[config.mk]
export PLATFORM = sky130hd
export DESIGN_NAME = wb_cmd_master
export DESIGN_NICKNAME = d
export VERILOG_FILES = /design/src/rtl/wb_cmd_master.sv
export SDC_FILE = /design/constraint.sdc
export NUM_CORES = 1
export LEC_CHECK = 0
export CORE_MARGIN = 3
export CORE_UTILIZATION = 40
export DETAILED_ROUTE_END_ITERATION = 7
export GPL_ROUTABILITY_DRIVEN = 0
export PLACE_DENSITY_LB_ADDON = 0.08
export SYNTH_ARGS = -nofsm -noshare
export SYNTH_HDL_FRONTEND = slang
export SYNTH_SLANG_ARGS = --single-unit
[constraint.sdc]
create_clock -name wb_clk_i -period 1.8 [get_ports wb_clk_i]
set_clock_uncertainty 0.1 [all_clocks]
set_input_delay 0.36 -clock wb_clk_i [delete_from_list [all_inputs] [get_ports wb_clk_i]]
set_output_delay 0.36 -clock wb_clk_i [all_outputs]
set_load 0.01 [all_outputs]
[src/rtl/wb_cmd_master.sv]
// -----------------------------------------------------------------------------
// wb_cmd_master
//
// Wishbone classic single-cycle bus master. It takes read/write commands on a
// valid/ready port and runs exactly one Wishbone transaction at a time. It
// returns the read data, or a timeout error, on a valid/ready response port.
// This is the initiator used for on-chip self-test and sequencing of our
// peripherals without involving the management core.
//
// Build option:
//   WB_TIMEOUT_EN  when defined, a 16-bit timeout counter aborts a transaction
//                  that is not acked within TIMEOUT_CYCLES cycles and reports
//                  rsp_err=1. When undefined, the master waits for ack
//                  forever, rsp_err is tied low and TIMEOUT_CYCLES is unused.
//
// Parameters:
//   TIMEOUT_CYCLES  maximum cycles cyc/stb stay high without ack (1..65535)
//
// Ports:
//   wb_clk_i, wb_rst_ni         clock (rising edge), async active-low reset
//   cmd_valid/cmd_ready         command handshake; cmd_ready is high in IDLE
//   cmd_we, cmd_adr, cmd_dat,   command fields: 1 = write, byte address,
//   cmd_sel                     write data, byte selects
//   rsp_valid/rsp_ready         response handshake
//   rsp_dat, rsp_err            read data (0 for writes and errors), timeout
//   wbm_*                       Wishbone master signals
//   busy                        high whenever the FSM is not in IDLE
// -----------------------------------------------------------------------------
module wb_cmd_master #(
  parameter int TIMEOUT_CYCLES = 255
) (
  input  logic        wb_clk_i,
  input  logic        wb_rst_ni,
  // command port
  input  logic        cmd_valid,
  output logic        cmd_ready,
  input  logic        cmd_we,
  input  logic [31:0] cmd_adr,
  input  logic [31:0] cmd_dat,
  input  logic [3:0]  cmd_sel,
  // response port
  output logic        rsp_valid,
  input  logic        rsp_ready,
  output logic [31:0] rsp_dat,
  output logic        rsp_err,
  // Wishbone master
  output logic        wbm_cyc_o,
  output logic        wbm_stb_o,
  output logic        wbm_we_o,
  output logic [3:0]  wbm_sel_o,
  output logic [31:0] wbm_adr_o,
  output logic [31:0] wbm_dat_o,
  input  logic        wbm_ack_i,
  input  logic [31:0] wbm_dat_i,
  // status
  output logic        busy
);

  typedef enum logic [1:0] {
    IDLE = 2'd0,
    BUS  = 2'd1,
    RESP = 2'd2
  } state_t;

  state_t      state_reg;
  logic        busy_reg;
  logic        cyc_reg;
  logic        stb_reg;
  logic        we_reg;
  logic [3:0]  sel_reg;
  logic [31:0] adr_reg;
  logic [31:0] dat_reg;
  logic        rsp_valid_reg;
  logic [31:0] rsp_dat_reg;

  // An out-of-range TIMEOUT_CYCLES would make the 16-bit compare meaningless.
  if (TIMEOUT_CYCLES < 1 || TIMEOUT_CYCLES > 65535) begin : g_bad_timeout
    $error("wb_cmd_master: TIMEOUT_CYCLES must be in 1..65535");
  end

`ifdef WB_TIMEOUT_EN
  // The last BUS edge is the one at which the count equals TIMEOUT_CYCLES-1;
  // together with the entry edge that keeps cyc high for exactly
  // TIMEOUT_CYCLES cycles.
  localparam logic [15:0] TMO_LAST = 16'(TIMEOUT_CYCLES - 1);

  logic [15:0] tmo_cnt_reg;
  logic        rsp_err_reg;
  logic        tmo_hit;

  assign tmo_hit = (tmo_cnt_reg == TMO_LAST);
  assign rsp_err = rsp_err_reg;
`else
  assign rsp_err = 1'b0;
`endif

  always_ff @(posedge wb_clk_i or negedge wb_rst_ni) begin
    if (!wb_rst_ni) begin
      state_reg     <= IDLE;
      busy_reg      <= 1'b0;
      cyc_reg       <= 1'b0;
      stb_reg       <= 1'b0;
      we_reg        <= 1'b0;
      sel_reg       <= 4'h0;
      adr_reg       <= 32'h0;
      dat_reg       <= 32'h0;
      rsp_valid_reg <= 1'b0;
      rsp_dat_reg   <= 32'h0;
`ifdef WB_TIMEOUT_EN
      tmo_cnt_reg   <= 16'h0;
      rsp_err_reg   <= 1'b0;
`endif
    end else begin
      case (state_reg)
        IDLE: begin
          if (cmd_valid) begin
            // Wishbone address/data/select/we are loaded once and held for
            // the whole cycle; they also keep their values after cyc drops.
            we_reg    <= cmd_we;
            adr_reg   <= cmd_adr;
            dat_reg   <= cmd_dat;
            sel_reg   <= cmd_sel;
            cyc_reg   <= 1'b1;
            stb_reg   <= 1'b1;
            busy_reg  <= 1'b1;
            state_reg <= BUS;
`ifdef WB_TIMEOUT_EN
            tmo_cnt_reg <= 16'h0;
`endif
          end
        end

        BUS: begin
          // Ack is tested first so an ack on the timeout edge still succeeds.
          if (wbm_ack_i) begin
            rsp_dat_reg   <= we_reg ? 32'h0 : wbm_dat_i;
            rsp_valid_reg <= 1'b1;
            cyc_reg       <= 1'b0;
            stb_reg       <= 1'b0;
            state_reg     <= RESP;
`ifdef WB_TIMEOUT_EN
            rsp_err_reg   <= 1'b0;
          end else if (tmo_hit) begin
            rsp_dat_reg   <= 32'h0;
            rsp_err_reg   <= 1'b1;
            rsp_valid_reg <= 1'b1;
            cyc_reg       <= 1'b0;
            stb_reg       <= 1'b0;
            state_reg     <= RESP;
          end else begin
            tmo_cnt_reg   <= tmo_cnt_reg + 16'd1;
`endif
          end
        end

        RESP: begin
          // Returning to IDLE here (rather than straight to BUS) means a new
          // command is never taken on the response handshake edge.
          if (rsp_ready) begin
            rsp_valid_reg <= 1'b0;
            busy_reg      <= 1'b0;
            state_reg     <= IDLE;
          end
        end

        default: begin
          state_reg <= IDLE;
          busy_reg  <= 1'b0;
          cyc_reg   <= 1'b0;
          stb_reg   <= 1'b0;
        end
      endcase
    end
  end

  assign cmd_ready = (state_reg == IDLE);
  assign busy      = busy_reg;
  assign wbm_cyc_o = cyc_reg;
  assign wbm_stb_o = stb_reg;
  assign wbm_we_o  = we_reg;
  assign wbm_sel_o = sel_reg;
  assign wbm_adr_o = adr_reg;
  assign wbm_dat_o = dat_reg;
  assign rsp_valid = rsp_valid_reg;
  assign rsp_dat   = rsp_dat_reg;

endmodule

# Word level (Yosys, flattened, before mapping)
# Index checks and enable logic that the tools add are counted.
[totals]
inputBits = 106
reg_bits = 106
out_inout_bits = 107
[classes]
n_bitwise = 2
n_reduce_logical = 8
muxes = 12
n_eq_ne = 5
[ops]
columns = ["operator", "n"]
rows = [
  ["$mux 32", 1],
  ["$reduce_and 3->1", 4],
  ["$mux 2", 3],
  ["$ne 2x2->1 const B", 3],
  ["$pmux 1 s3", 2],
  ["$pmux 2 s3", 1],
  ["$mux 1", 4],
  ["$reduce_and 2->1", 2],
  ["$eq 2x1->1 const B", 1],
  ["$eq 2x2->1 const B", 1],
  ["$logic_not 2->1", 1],
  ["$not 1->1", 2],
  ["$pmux 1 s2", 1],
  ["$reduce_bool 2->1", 1],
]

# Depth between registers and ports, before layout
# Gate-level depths: netlist of the first run.
[logic_depth]
word_depth = 3
mapped_depth = 7
depth_no_buf = 3

# Worst setup path before layout of the first run
# Ideal clock, no wire load.
[synth_path]
path_type = "reg2reg"
from = "reg state_reg[0]"
to = "reg adr_reg[10], in the netlist wbm_adr_o[10]"
arrival_time_ns = 1.475
setup_slack_ns = 0.100
path_buffers = 4
t_required_ns = 1.575
setup_ns = 0.125
path_stages_with_launch = 8
path_cell_list = "dfrtp_1 > buf_4 > nor2_2 > and2_4 > buf_6 > buf_6 > buf_12 > mux2_4"
[synth_between]
elab_chain_cells = 2
[synth_rtl]
columns = ["item", "line_no", "rtl"]
rows = [
  ["start: declaration", "65", "state_t state_reg;"],
  ["start signal: assignment", "99", "state_reg <= IDLE;"],
  ["start signal: assignment", "126", "state_reg <= BUS;"],
  ["start signal: assignment", "140", "state_reg <= RESP;"],
  ["$logic_not 2->1", "--", ""],
  ["named net cmd_ready", "36", "output logic cmd_ready,"],
  ["$reduce_and 2->1 (no source line)", "--", ""],
  ["end signal: assignment", "120", "adr_reg <= cmd_adr;"],
  ["end: declaration", "71", "logic [31:0] adr_reg;"],
]
# The timed path passes the listed nets, and every way through them passes these cells.
# A chain may end at the register's enable or synchronous reset.

# Final worst setup path of the first run
[layout_path]
from = "reg adr_reg[11], in the netlist wbm_adr_o[11]"
to = "out wbm_adr_o[11]"
[layout_rtl]
columns = ["item", "line_no", "rtl"]
rows = [
  ["end: declaration", "51", "output logic [31:0] wbm_adr_o,"],
]
# No word-level cell between the ends.

==> flow_summary_export.csv, run 1 <==
group,metric,value,unit
status,run_status,"finished, final reports clean",
setup_path,critical_path_required,1340,ps
grt,antenna_found_initial,0,
synthesis,synth_flop_cell,"dfrtp_1",
layout,nNetsFinal,632,
synthesis,synthMuxAreaShare,19.62,%
route,avgViaCountPerCell,4.593,
route,final_antenna_net_count,0,
synthesis,yosysTopAreaCellShare,63.13,%
cts,htreeDepth,3,
sta,worst-slew-pin-transition,576.8,ps
setup_path,cp_slowest_cell,"clkdlybuf4s50_1",
worst_hold_path,hp-class,"flop to flop",
route,drc_errors,0,
synthesis,synthCells,312,
layout,final_common_cell,"clkdlybuf4s50_1",
synthesis,yosysSeqAreaShare,63.13,%
layout,layout-drive-gt1-share,18.64,%
layout,syn2layout_area_growth,59.38,%
sta,hold_viol_final,0,
route,vias,3050,
worst_hold_path,hp-start,"rsp_dat[9]",
sta,fin_crit,1749,ps
job,drv_cap,0,
route,first_pass_iters,3,
synthesis,yosysWarnings,0,
cts,clock-sinks,106,
die,die_x,108.5,um
setup_path,reg2reg_slack,240,ps
synthesis,ys_async_sr_fraction,100.0,%
synthesis,synth_compound_area_share,4.675,%
synthesis,syn_avg_cell_area,13.47,um2
cts,clockBufferDepth,2,
setup_path,cp-start-kind,"flop",
sta,fin_crit_sh,97.14,%
die,die-area,11770,um2
placed_design,dp_worst_setup_slack,-78.79,ps
power_and_ir_drop,power,10.56,mW
sta,setup_tns,0,ps
die,coreArea,10000,um2
synthesis,yosys.area_share.xor_xnor,0,%
setup_path,cp_top_family,"buffers and inverters",
synthesis,synth_top_family_by_area,"multiplexers",
sta,setup_viol,0,
setup_path,cp-startpoint,"wbm_adr_o[11]",
die,fp.dieH,108.5,um
setup_path,path_max_fanout,2,
layout,fin_area,6696,um2
setup_path,arrival,1290,ps
setup_path,timing.rr.start,"state_reg[0]",
cts,path_clk_slew,110,ps
setup_path,path_cells,"clkdlybuf4s50_1",
placed_design,portBuffers,211,
route,wl_per_cell,16.08,um
die,start_util,42.02,%
grt,grt-ovfl-total,0,
die,io_pins,213,
synthesis,syn_area,4202,um2
grt,grt_pass1_vias,3243,
sta,rsz0062_at_grt,"no",
synthesis,mappedNetlistNets,418,
cts,root_buffer,"clkbuf_8",
power_and_ir_drop,ir_drop,0.8568,mV
grt,grt_max_degree,107,
synthesis,synth_cell_type_count,24,
setup_path,path_buf_inv,1,
sta,slew_violations,0,
placed_design,post-dp-hpwl,8064,um
synthesis,synth_edf_count,0,
power_and_ir_drop,power_density,1577,nW/um2
die,num_rows,36,
route,wl,10670,um
layout,fillers,795,
power_and_ir_drop,leakage,2.891,nW
sta,layout_setup_ws,51.45,ps
synthesis,synthTopCellsByArea,"dfrtp_1 63%, mux2_2 16%, nand2b_1 4.8%",
sta,slew-limit-headroom,61.55,%
cts,clkLatencyLatePin,350,ps
synthesis,yosys.area_share.simple,8.785,%
cts,cts_made_buffers,9,
grt,grt_pass1_wl,16600,um
setup_path,worstSetupEndpointType,"output pin",
layout,antenna_cells,0,
grt,grt_use_total,18.26,%
route,drt_iter0_drc,87,
sta,clock.fmax,571.9,MHz
placed_design,dpl_cell_area,6446,um2
setup_path,crit_type,"flop to output pin",
synthesis,synth_fa_ha_area_share,0,%
layout,mostFrequentLayoutCells,"200 x clkdlybuf4s50_1, 106 x dfrtp_1, 59 x mux2_2",
synthesis,ys_ff_latch,106,
setup_path,critPathMaxStageDelay,570,ps
synthesis,synth_top_area_cell,"dfrtp_1",
cts,cts_tree,"done",
routing by layer:
layer	global-route usage, %	share of wire [%]	vias to the layer above
met1	21.15	39	1446
li1	-	-	1470
met4	5.861	1.5	0
met3	6.328	9.1	12
met2	31.64	50	122
met5	0	0	-
what timing repair did:
action / 4_1_cts / 5_1_grt
endpoints found under the setup margin: 3 / 9
hold endpoints to repair: 52 / 0
hold buffers: 1 / 0
gates resized for setup: 1 / 9
setup buffers: 2 / 0
where the power goes:
group	total [mW]	switching (mW)	leakage [nW]	internal, mW
combinational	5.01	1.90	1.51	3.11
clock	1.48	0.786	0.0962	0.690
sequential	4.07	0.569	1.28	3.50
worst register-to-register path, delay by kind of cell (launching register included):
kind	cells	cell delay, ps
buffers and inverters	1	250
DFF	1	400
muxes	1	370
and+or+nand+nor	2	320
area by class of cell:
class	instances	area (um2)	share of cell area (%)
sequential	106	2653	39.61
clock inverter	5	62.56	0.9342
timing repair buffer	224	2268	33.88
clock buffer	11	141.4	2.111
multi-input combinational	182	1394	20.81
tap	133	166.4	2.485
inverter	3	11.26	0.1682
synth_stat cells, types with 2 or more instances:
master and n:
nor2_1 3, mux2_4 10, nand2_1 33, a21oi_1 3, dfrtp_1 106, buf_4 8
buf_2 3, o21ai_0 33, buf_6 2, clkbuf_1 6, mux2_2 59, inv_1 3
nand2b_1 32
logic make-up after synthesis:
group | count (synthesis)
AND/OR/NAND/NOR | 73
AO/OA/AOI/OAI | 38
buffers and inverters | 24
flip-flops | 106
other | 1
multiplexers | 70
final timing paths:
| path | to | cells past startpoint |
|---|---|---|
| max | wbm_adr_o[11] | 1 |
| min | rsp_dat[9] | 2 |
| max reg2reg | wbm_adr_o[23] | 4 |
| min reg2reg | rsp_dat[9] | 2 |
| max in group asynchronous | rsp_dat[11] | 3 |
| min in group asynchronous | wbm_adr_o[24] | 3 |
through the flow:
stage | utilization [%] | std cells | hold WS [ps]
3_3_place_gp | 64.46 | 645 | 360.3
2_1_floorplan | - | 312 | -35.59
5_1_grt | 66.97 | 664 | 417.6
3_5_place_dp | 64.46 | 645 | 369.1
4_1_cts | 66.74 | 664 | 390.2
6_report | 66.97 | 664 | 384.4
Note: power is estimated with default switching activity, not from simulation.
==> run 2: changes to the inputs <==
- CORE_ASPECT_RATIO: not set -> 1.1
==> run 2 against run 1 <==
Effect of this change: flip-flop and latch count unchanged; die area about the same; combinational power increased by 0.8%; largest cell class unchanged; critical path type unchanged.
==> flow_summary_export.csv, run 2 (synthesis results as in run 1) <==
group,metric,value,unit
setup_path,path_cells,"clkdlybuf4s50_1",
layout,nNetsFinal,635,
layout,fin_area,6741,um2
setup_path,critical_path_required,1340,ps
layout,syn2layout_area_growth,60.45,%
die,die_x,103.7,um
grt,grt_pass1_wl,16900,um
setup_path,arrival,1270,ps
placed_design,portBuffers,211,
setup_path,endpoint,"rsp_dat[25]",
setup_path,rr_worst_depth,4,
sta,fin_crit_sh,96.34,%
sta,rsz0062_at_grt,"no",
grt,grt_use_total,17.85,%
cts,htreeDepth,3,
setup_path,worstSetupEndpointType,"output pin",
setup_path,r2r_end,"wbm_adr_o[4]",
job,drv_cap,0,
layout,fillers,748,
cts,path_clk_slew,100,ps
setup_path,path_depth,1,
route,first_pass_iters,4,
layout,layout-drive-gt1-share,18.91,%
grt,busiest_layer,"met2",
sta,setup_viol,0,
grt,grt-ovfl-total,0,
sta,fin_crit,1734,ps
grt,met3_usage,6.055,%
setup_path,critPathMaxStageDelay,570,ps
power_and_ir_drop,power.internal,7.340,mW
sta,hold_viol_final,0,
grt,grtUsageMet2,30.76,%
setup_path,path_max_fanout,2,
die,start_util,41.88,%
setup_path,path_buf_inv,1,
setup_path,cp-start-kind,"flop",
power_and_ir_drop,swShare,30.83,%
setup_path,cp-startpoint,"rsp_dat[25]",
grt,grt_pass1_vias,3221,
route,drt_iter0_drc,114,
grt,grt_max_degree,66,
grt,antenna_found_initial,0,
cts,cts_tree,"done",
route,drc_errors,0,
die,fp.dieH,113.5,um
setup_path,cp_top_family,"buffers and inverters",
cts,clock-sinks,106,
cts,root_buffer,"clkbuf_8",
die,num_rows,38,
power_and_ir_drop,power.share.clock,13.9,%
power_and_ir_drop,power_frac_seq,38.5,%
cts,cts_made_buffers,9,
route,final_antenna_net_count,0,
setup_path,timing.rr.start,"state_reg[0]",
cts,clkLatencyLatePin,340,ps
placed_design,dpl_cell_area,6523,um2
sta,slew_violations,0,
power_and_ir_drop,p_switching,3.272,mW
die,coreArea,10030,um2
placed_design,post-dp-hpwl,8145,um
die,die-area,11770,um2
route,wl_per_cell,15.82,um
route,wl,10670,um
cts,clockBufferDepth,2,
route,avgViaCountPerCell,4.576,
grt,gr-usage-met1,21.47,%
setup_path,reg2reg_slack,260,ps
setup_path,cp_slowest_cell,"clkdlybuf4s50_1",
power_and_ir_drop,leakage,2.846,nW
worst_hold_path,hp-class,"input pin to async pin",
layout,utilization,67.20,%
die,io_pins,213,
sta,clock.fmax,576.7,MHz
layout,mostFrequentLayoutCells,"205 x clkdlybuf4s50_1, 106 x dfrtp_1, 59 x mux2_2",
layout,final_common_cell,"clkdlybuf4s50_1",
route,vias,3084,
power_and_ir_drop,ir_drop,0.6723,mV
status,run_status,"finished, final reports clean",
layout,antenna_cells,0,
setup_path,crit_type,"flop to output pin",
power_and_ir_drop,power_frac_comb,47.6,%
power_and_ir_drop,power_density,1574,nW/um2
-- run 2: metrics by stage --
step	cells	hold slack [ps]	power, mW	setup WS (ps)	TNS, ps
6_report	674	365.7	10.61	65.96	0
5_1_grt	674	382.1	11.26	9.886	0
4_1_cts	674	347.6	10.78	25.54	0
3_5_place_dp	656	178.3	9.287	-57.80	-1696
3_3_place_gp	656	174.0	9.129	-29.04	-925.6
2_1_floorplan	312	-35.59	6.207	100.3	0
-- run 2: repair_timing --
item,in CTS,in global routing
hold buffers,1,0
hold endpoints to repair,19,0
setup buffers,1,0
gates resized for setup,2,3
setup endpoints to repair,3,3
-- run 2: worst min-delay path by stage --
stage / from / endpoint / slack, ps / depth (start not counted)
floorplan: wb_rst_ni / busy / -40 / 0
finish: wb_rst_ni / wbm_dat_o[26] / 370 / 2
detailed placement: wb_rst_ni / wbm_dat_o[26] / 180 / 1
global route: wb_rst_ni / rsp_dat[27] / 380 / 2
CTS: wb_rst_ni / wbm_dat_o[26] / 350 / 2
global placement: wb_rst_ni / wbm_dat_o[26] / 170 / 1
-- run 2: area by class of cell --
class	count	area [um2]	area share (%)
sequential	106	2653	39.35
timing repair buffer	227	2312	34.30
multi-input combinational	182	1394	20.68
tap	140	175.2	2.598
clock buffer	12	145.1	2.153
clock inverter	4	51.30	0.7609
inverter	3	11.26	0.1670
-- run 2: per-layer routing --
layer | up-vias | share of wire, %
met2 | 116 | 50
met1 | 1487 | 41
met4 | 0 | 1.2
met5 | - | 0
li1 | 1472 | -
met3 | 9 | 8.1
-- run 2: power by group through the flow --
| stage | combinational [mW] | sequential [mW] | clock, mW |
|---|---|---|---|
| floorplan | 1.54 | 4.66 | 0 |
| global placement | 5.03 | 4.10 | 0 |
| detailed placement | 5.12 | 4.17 | 0 |
| CTS | 5.15 | 4.11 | 1.53 |
| global route | 5.39 | 4.25 | 1.62 |
| finish | 5.05 | 4.09 | 1.47 |
==> run 3: changes to the inputs <==
- SKIP_LAST_GASP: not set -> 1
==> results of run 3 <==
Same layout as run 2: the final DEF is identical, and so are final timing and power.
